File: src/rtl/sigma_delta_i2s_tx_if.sv
// Sample input and I2S/status output bundle for sigma_delta_i2s_tx.
// slave is the serialiser side, master is the decimator/observer side.
interface sigma_delta_i2s_tx_if #(
  parameter int SAMPLE_BITLEN = 16
) ();
  logic [SAMPLE_BITLEN-1:0] sample_in;
  logic                     sample_valid;
  logic                     i2s_bclk;
  logic                     i2s_lrclk;
  logic                     i2s_sdata;
  logic                     frame_start;
  logic                     overrun;
  logic                     underrun;

  modport slave (
    input  sample_in, sample_valid,
    output i2s_bclk, i2s_lrclk, i2s_sdata, frame_start, overrun, underrun
  );

  modport master (
    output sample_in, sample_valid,
    input  i2s_bclk, i2s_lrclk, i2s_sdata, frame_start, overrun, underrun
  );
endinterface

File: src/rtl/sigma_delta_i2s_tx.sv
// Decimated sample to I2S serialiser; one pending sample, mono copied to both slots.
// Sample shows as left MSB at the next frame load; no back-pressure, losses flagged via overrun/underrun.
module sigma_delta_i2s_tx #(
  parameter int SAMPLE_BITLEN = 16,
  parameter int SLOT_BITLEN   = 32,
  parameter int BCLK_DIV      = 4
) (
  input  logic                  clk,
  input  logic                  rst_n,
  sigma_delta_i2s_tx_if.slave   bus
);
  localparam int DW = (BCLK_DIV > 2) ? $clog2(BCLK_DIV) : 1;
  localparam int BW = $clog2(2 * SLOT_BITLEN);

  localparam logic [DW-1:0] DIV_LAST = DW'(BCLK_DIV - 1);
  localparam logic [DW-1:0] DIV_HALF = DW'(BCLK_DIV / 2);
  localparam logic [BW-1:0] BIT_LAST = BW'(2 * SLOT_BITLEN - 1);
  localparam logic [BW-1:0] SLOT_W   = BW'(SLOT_BITLEN);
  localparam logic [BW-1:0] LR_LO    = BW'(SLOT_BITLEN - 1);
  localparam logic [BW-1:0] LR_HI    = BW'(2 * SLOT_BITLEN - 2);
  localparam logic [BW-1:0] SAMP_W   = BW'(SAMPLE_BITLEN);

  logic [DW-1:0]            div_cnt;
  logic [BW-1:0]            bit_cnt;
  logic [SAMPLE_BITLEN-1:0] pending;
  logic                     pend_full;
  logic [SAMPLE_BITLEN-1:0] frame;

  logic bclk_q, lrclk_q, sdata_q, frame_start_q, overrun_q, underrun_q;

  logic                     fall;
  logic                     load;
  logic [DW-1:0]            div_nxt;
  logic [BW-1:0]            bit_nxt;
  logic [BW-1:0]            slot_bit;
  logic [SAMPLE_BITLEN-1:0] frame_nxt;
  logic [SAMPLE_BITLEN-1:0] frame_shift;
  logic                     lr_nxt;
  logic                     sd_nxt;

  always_comb begin
    fall        = (div_cnt == DIV_LAST);
    div_nxt     = fall ? '0 : div_cnt + 1'b1;
    load        = fall && (bit_cnt == BIT_LAST);
    bit_nxt     = (bit_cnt == BIT_LAST) ? '0 : bit_cnt + 1'b1;
    slot_bit    = (bit_nxt >= SLOT_W) ? bit_nxt - SLOT_W : bit_nxt;
    // Outputs on a load tick already reflect the freshly loaded word.
    frame_nxt   = (load && pend_full) ? pending : frame;
    frame_shift = frame_nxt << slot_bit;
    sd_nxt      = (slot_bit < SAMP_W) && frame_shift[SAMPLE_BITLEN-1];
    // Word select flips one BCLK ahead of each slot's MSB.
    lr_nxt      = (bit_nxt >= LR_LO) && (bit_nxt <= LR_HI);
  end

  always_ff @(posedge clk or negedge rst_n) begin
    if (!rst_n) begin
      div_cnt       <= '0;
      bit_cnt       <= BIT_LAST;
      pending       <= '0;
      pend_full     <= 1'b0;
      frame         <= '0;
      bclk_q        <= 1'b0;
      lrclk_q       <= 1'b0;
      sdata_q       <= 1'b0;
      frame_start_q <= 1'b0;
      overrun_q     <= 1'b0;
      underrun_q    <= 1'b0;
    end else begin
      frame_start_q <= 1'b0;
      overrun_q     <= 1'b0;
      underrun_q    <= 1'b0;

      div_cnt <= div_nxt;
      bclk_q  <= (div_nxt >= DIV_HALF);

      if (fall) begin
        bit_cnt <= bit_nxt;
        lrclk_q <= lr_nxt;
        sdata_q <= sd_nxt;
      end

      if (load) begin
        frame_start_q <= 1'b1;
        frame         <= frame_nxt;
        underrun_q    <= !pend_full;
      end

      // A coincident load consumes the old word, so the new one is not an overrun.
      if (bus.sample_valid) begin
        pending   <= bus.sample_in;
        pend_full <= 1'b1;
        overrun_q <= pend_full && !load;
      end else if (load) begin
        pend_full <= 1'b0;
      end
    end
  end

  assign bus.i2s_bclk    = bclk_q;
  assign bus.i2s_lrclk   = lrclk_q;
  assign bus.i2s_sdata   = sdata_q;
  assign bus.frame_start = frame_start_q;
  assign bus.overrun     = overrun_q;
  assign bus.underrun    = underrun_q;
endmodule
File: src/flat_wrapper.sv
// flat-port wrapper written by rule: the top's interface ports become plain ports
module sigma_delta_i2s_tx_flat 
#(
  parameter int SAMPLE_BITLEN = 16,
  parameter int SLOT_BITLEN   = 32,
  parameter int BCLK_DIV      = 4
)
  (clk, rst_n, bus_sample_in, bus_sample_valid, bus_i2s_bclk, bus_i2s_lrclk, bus_i2s_sdata, bus_frame_start, bus_overrun, bus_underrun);
  sigma_delta_i2s_tx_if #(.SAMPLE_BITLEN(SAMPLE_BITLEN)) bus_i ();
  input  logic clk;
  input  logic rst_n;
  input wire logic [$bits(bus_i.sample_in)-1:0] bus_sample_in;
  input wire logic [$bits(bus_i.sample_valid)-1:0] bus_sample_valid;
  output wire logic [$bits(bus_i.i2s_bclk)-1:0] bus_i2s_bclk;
  output wire logic [$bits(bus_i.i2s_lrclk)-1:0] bus_i2s_lrclk;
  output wire logic [$bits(bus_i.i2s_sdata)-1:0] bus_i2s_sdata;
  output wire logic [$bits(bus_i.frame_start)-1:0] bus_frame_start;
  output wire logic [$bits(bus_i.overrun)-1:0] bus_overrun;
  output wire logic [$bits(bus_i.underrun)-1:0] bus_underrun;
  assign bus_i.sample_in = bus_sample_in;
  assign bus_i.sample_valid = bus_sample_valid;
  assign bus_i2s_bclk = bus_i.i2s_bclk;
  assign bus_i2s_lrclk = bus_i.i2s_lrclk;
  assign bus_i2s_sdata = bus_i.i2s_sdata;
  assign bus_frame_start = bus_i.frame_start;
  assign bus_overrun = bus_i.overrun;
  assign bus_underrun = bus_i.underrun;
  sigma_delta_i2s_tx #(.SAMPLE_BITLEN(SAMPLE_BITLEN), .SLOT_BITLEN(SLOT_BITLEN), .BCLK_DIV(BCLK_DIV)) u_core (.clk(clk), .rst_n(rst_n), .bus(bus_i));
endmodule
File: config.mk
export PLATFORM = sky130hd
export DESIGN_NAME = sigma_delta_i2s_tx_flat
export DESIGN_NICKNAME = d
export VERILOG_FILES = /design/src/rtl/sigma_delta_i2s_tx_if.sv /design/src/rtl/sigma_delta_i2s_tx.sv /design/src/flat_wrapper.sv
export SDC_FILE = /design/constraint.sdc
export NUM_CORES = 1
export LEC_CHECK = 0
export BUFFER_PORTS_ARGS = -buffer_cell sky130_fd_sc_hd__buf_2
export CAP_MARGIN = 40
export CORE_MARGIN = 4
export CORE_UTILIZATION = 52
export DETAILED_ROUTE_END_ITERATION = 12
export PLACE_DENSITY_LB_ADDON = 0.3
export SLEW_MARGIN = 30
export SYNTH_ARGS = -nofsm -noshare
export SYNTH_HDL_FRONTEND = slang
export SYNTH_SLANG_ARGS = --single-unit
File: constraint.sdc
create_clock -name clk -period 2.3 [get_ports clk]
set_input_delay 0.23 -clock clk [delete_from_list [all_inputs] [get_ports clk]]
set_output_delay 0.23 -clock clk [all_outputs]
set_load 0.005 [all_outputs]
==> results.toml <==
[routing]
wire_per_inst_um = 14.4
antenna_left = 0
drc_errors = 0
avgViaCountPerCell = 5.28
vias = 1516
firstDrtPassIters = 4
drt-total-wl_um = 4130
drt_iter0_markers = 59

[placement]
gp_congestion = 0.831
dp_slack_ns = 0.0443
placed_cell_area_mm2 = 0.00242
portBuffers = 24
hpwlAfterDp_um = 2880

[sta]
worst_hold_slack_ns = 0.153
finalSetupTns_ns = 0
max_freq_mhz = 462
rsz0062_at_grt = "false"
hold_viol = 0
fin_ws_ns = 0.135
setup_viol_count_final = 0
max_slew_margin_pct = 64.3
min_period_ns = 2.17
period_share_pct = 94.1
max_slew.worst_pin.slew_ns = 0.532
skew_ns = 0.00701
slew_viol_final = 0

[layout]
area_delta_synth_final_pct = 18.8
ff_latch_area_mm2 = 0.00116
nNetsFinal = 259
multiInputGateArea_um2 = 983
post_route_cells_drive_above_1_share_pct = 35.9
fin_area_mm2 = 0.00260
antennaDiodeCount = 0
nFillCells = 324

[critical_path]
critPathKind = "flop to flop"
cp-start-kind = "flop"
arrival_ns = 2.35
crit_fanout = 8
rrSetupSlack_ns = 0.13
endpoint = "u_core.bus.i2s_sdata"
reg2regPathDepth = 7
reg2reg_to = "u_core.bus.i2s_sdata"
endpoint_kind = "flop"
r2r-start = "u_core.bit_cnt[0]"
setup.worst_path.start = "u_core.bit_cnt[0]"
crit_required_ns = 2.49

[synth]
synth_cell_types = 42
synth_edf_count = 0
synth.area.top_cells = "dfrtp_1 (46%), mux2_2 (12%), nand2_1 (8.1%)"
syn-num-nets = 223
synth_area_mm2 = 0.00219
synth_seq_area_share_pct = 53.0
ys_warn_count = 0
synth_seq_cells = 46
synth_ff_type = "dfrtp_1"
async_reset_ff_share_pct = 100
yosysMostFrequentCell = "nand2_1"
synthCells = 200
synth_common_cells = "nand2_1 (47), dfrtp_1 (40), mux2_2 (23)"
syn_avg_cell_area_um2 = 10.9
yosysTopAreaCellShare_pct = 45.8
yosysTopAreaCell = "dfrtp_1"

[grt]
track_usage_pct = 17.1
grt_overflow = 0
antenna_found_initial = 0
grt_max_degree = 26
grt_pass1_wl_um = 6860
grt_pass1_vias = 1408

[floorplanning]
die_w_um = 72.9
die-area_mm2 = 0.00531
initial_utilization_pct = 54.3
boundaryPins = 25
placement_rows = 23
core_area_mm2 = 0.00403
die_y_um = 72.9

[clock_network]
cts_tree = "done"
cts-buffers-inserted = 5
htreeDepth = 2
clkTransAtPathRegs_ns = 0.08
cts_buffer_depth = 2
clock_latency_ns = 0.30
clockRootBuffer = "clkbuf_8"
numClockSinks = 46

[worst_hold_path]
min_path_type = "input port to flop"

[power_and_ir_drop]
p_leak_nw = 1.23
power_density_mw_per_mm2 = 586
vdd_drop_max_mv = 0.455

[job]
drv_cap = 0

[status]
outcome = "completed"
cell type report:
cell class                      count  area share, %
Clock buffer                        7           2.94
Timing Repair Buffer               40           10.1
Tap cell                           50           2.41
Sequential cell                    46           44.6
Clock inverter                      1           1.16
Inverter                            6          0.915
Multi-Input combinational cell    137           37.9
sequential cells by signal (all words and copies together) (netlist names):
signal and flops:
u_core.bus.frame_start 1, u_core.bus.overrun 1, u_core.bus.underrun 1, u_core.bus.i2s_lrclk 1, u_core.bus.i2s_bclk 1, u_core.div_cnt 1, u_core.pending 16, u_core.frame 16
u_core.pend_full 1, u_core.bit_cnt 6, u_core.bus.i2s_sdata 1
layer usage:
layer,global-route usage [%],share of wire [%]
met5,0,0
met4,5.53,1.6
met3,4.68,4.1
met2,25.3,48
met1,24.4,46
cells in the final DEF (no fill, tap or decap), drive strengths merged, types with 4 or more instances in the layout:
master / Yosys / layout
nor2: 7 / 7
and3: 5 / 5
ha: 4 / 4
clkbuf: 6 / 7
nand2: 48 / 48
a21oi: 5 / 5
mux2i: 8 / 8
dfstp: 6 / 6
dfrtp: 40 / 40
buf: 5 / 39
mux2: 23 / 23
inv: 5 / 5
xnor2: 4 / 4
per-stage QoR:
step	utilization (%)	std cells	power, mW
after floorplan	-	200	0.900
after global placement	59.5	274	0.938
after detailed placement	60.2	275	0.947
after CTS	63.3	284	1.54
after global routing	64.5	287	1.58
final	64.5	287	1.52
worst min path at each step:
stage | to | from | cells past startpoint
final | u_core.pending[6] | bus_sample_in[6] | 2
after floorplan | u_core.bus.frame_start | rst_n | 0
after CTS | u_core.pending[6] | bus_sample_in[6] | 2
after global placement | u_core.div_cnt[0] | u_core.div_cnt[0] | 1
after global routing | u_core.pending[3] | bus_sample_in[3] | 2
after detailed placement | u_core.bus.i2s_bclk | rst_n | 1
critical path: stages (launching register included):
cell	delay [ns]
dfstp_2	0.65
ha_4	0.19
and3_2	0.23
nand3_4	0.13
a211o_1	0.32
o22ai_1	0.18
a21oi_1	0.09
a32o_1	0.27
power breakdown:
part	leakage [nW]	switching, mW	internal [mW]
clock	0.0524	0.266	0.325
sequential	0.573	0.0161	0.838
combinational	0.603	0.0318	0.0447
total	1.23	0.314	1.21
what timing repair did:
action                     in CTS  in global routing
hold endpoints to repair       16                  0
gates resized for setup         2                  4
hold buffers                    1                  0
setup buffers                   0                  3
setup endpoints to repair       1                  5
cell families (layout without fill, tap and decap cells):
| group | count (synthesis) | after routing | synth area share [%] |
|---|---|---|---|
| fa+ha+maj | 4 | 4 | 2.29 |
| buf+inv | 17 | 54 | 3.60 |
| xor+xnor | 5 | 5 | 2.00 |
| compound gates | 27 | 27 | 8.92 |
| simple gates | 70 | 70 | 14.7 |
| mux | 31 | 31 | 15.5 |
| flops | 46 | 46 | 53.0 |
Power figures use the tool's default switching activity.
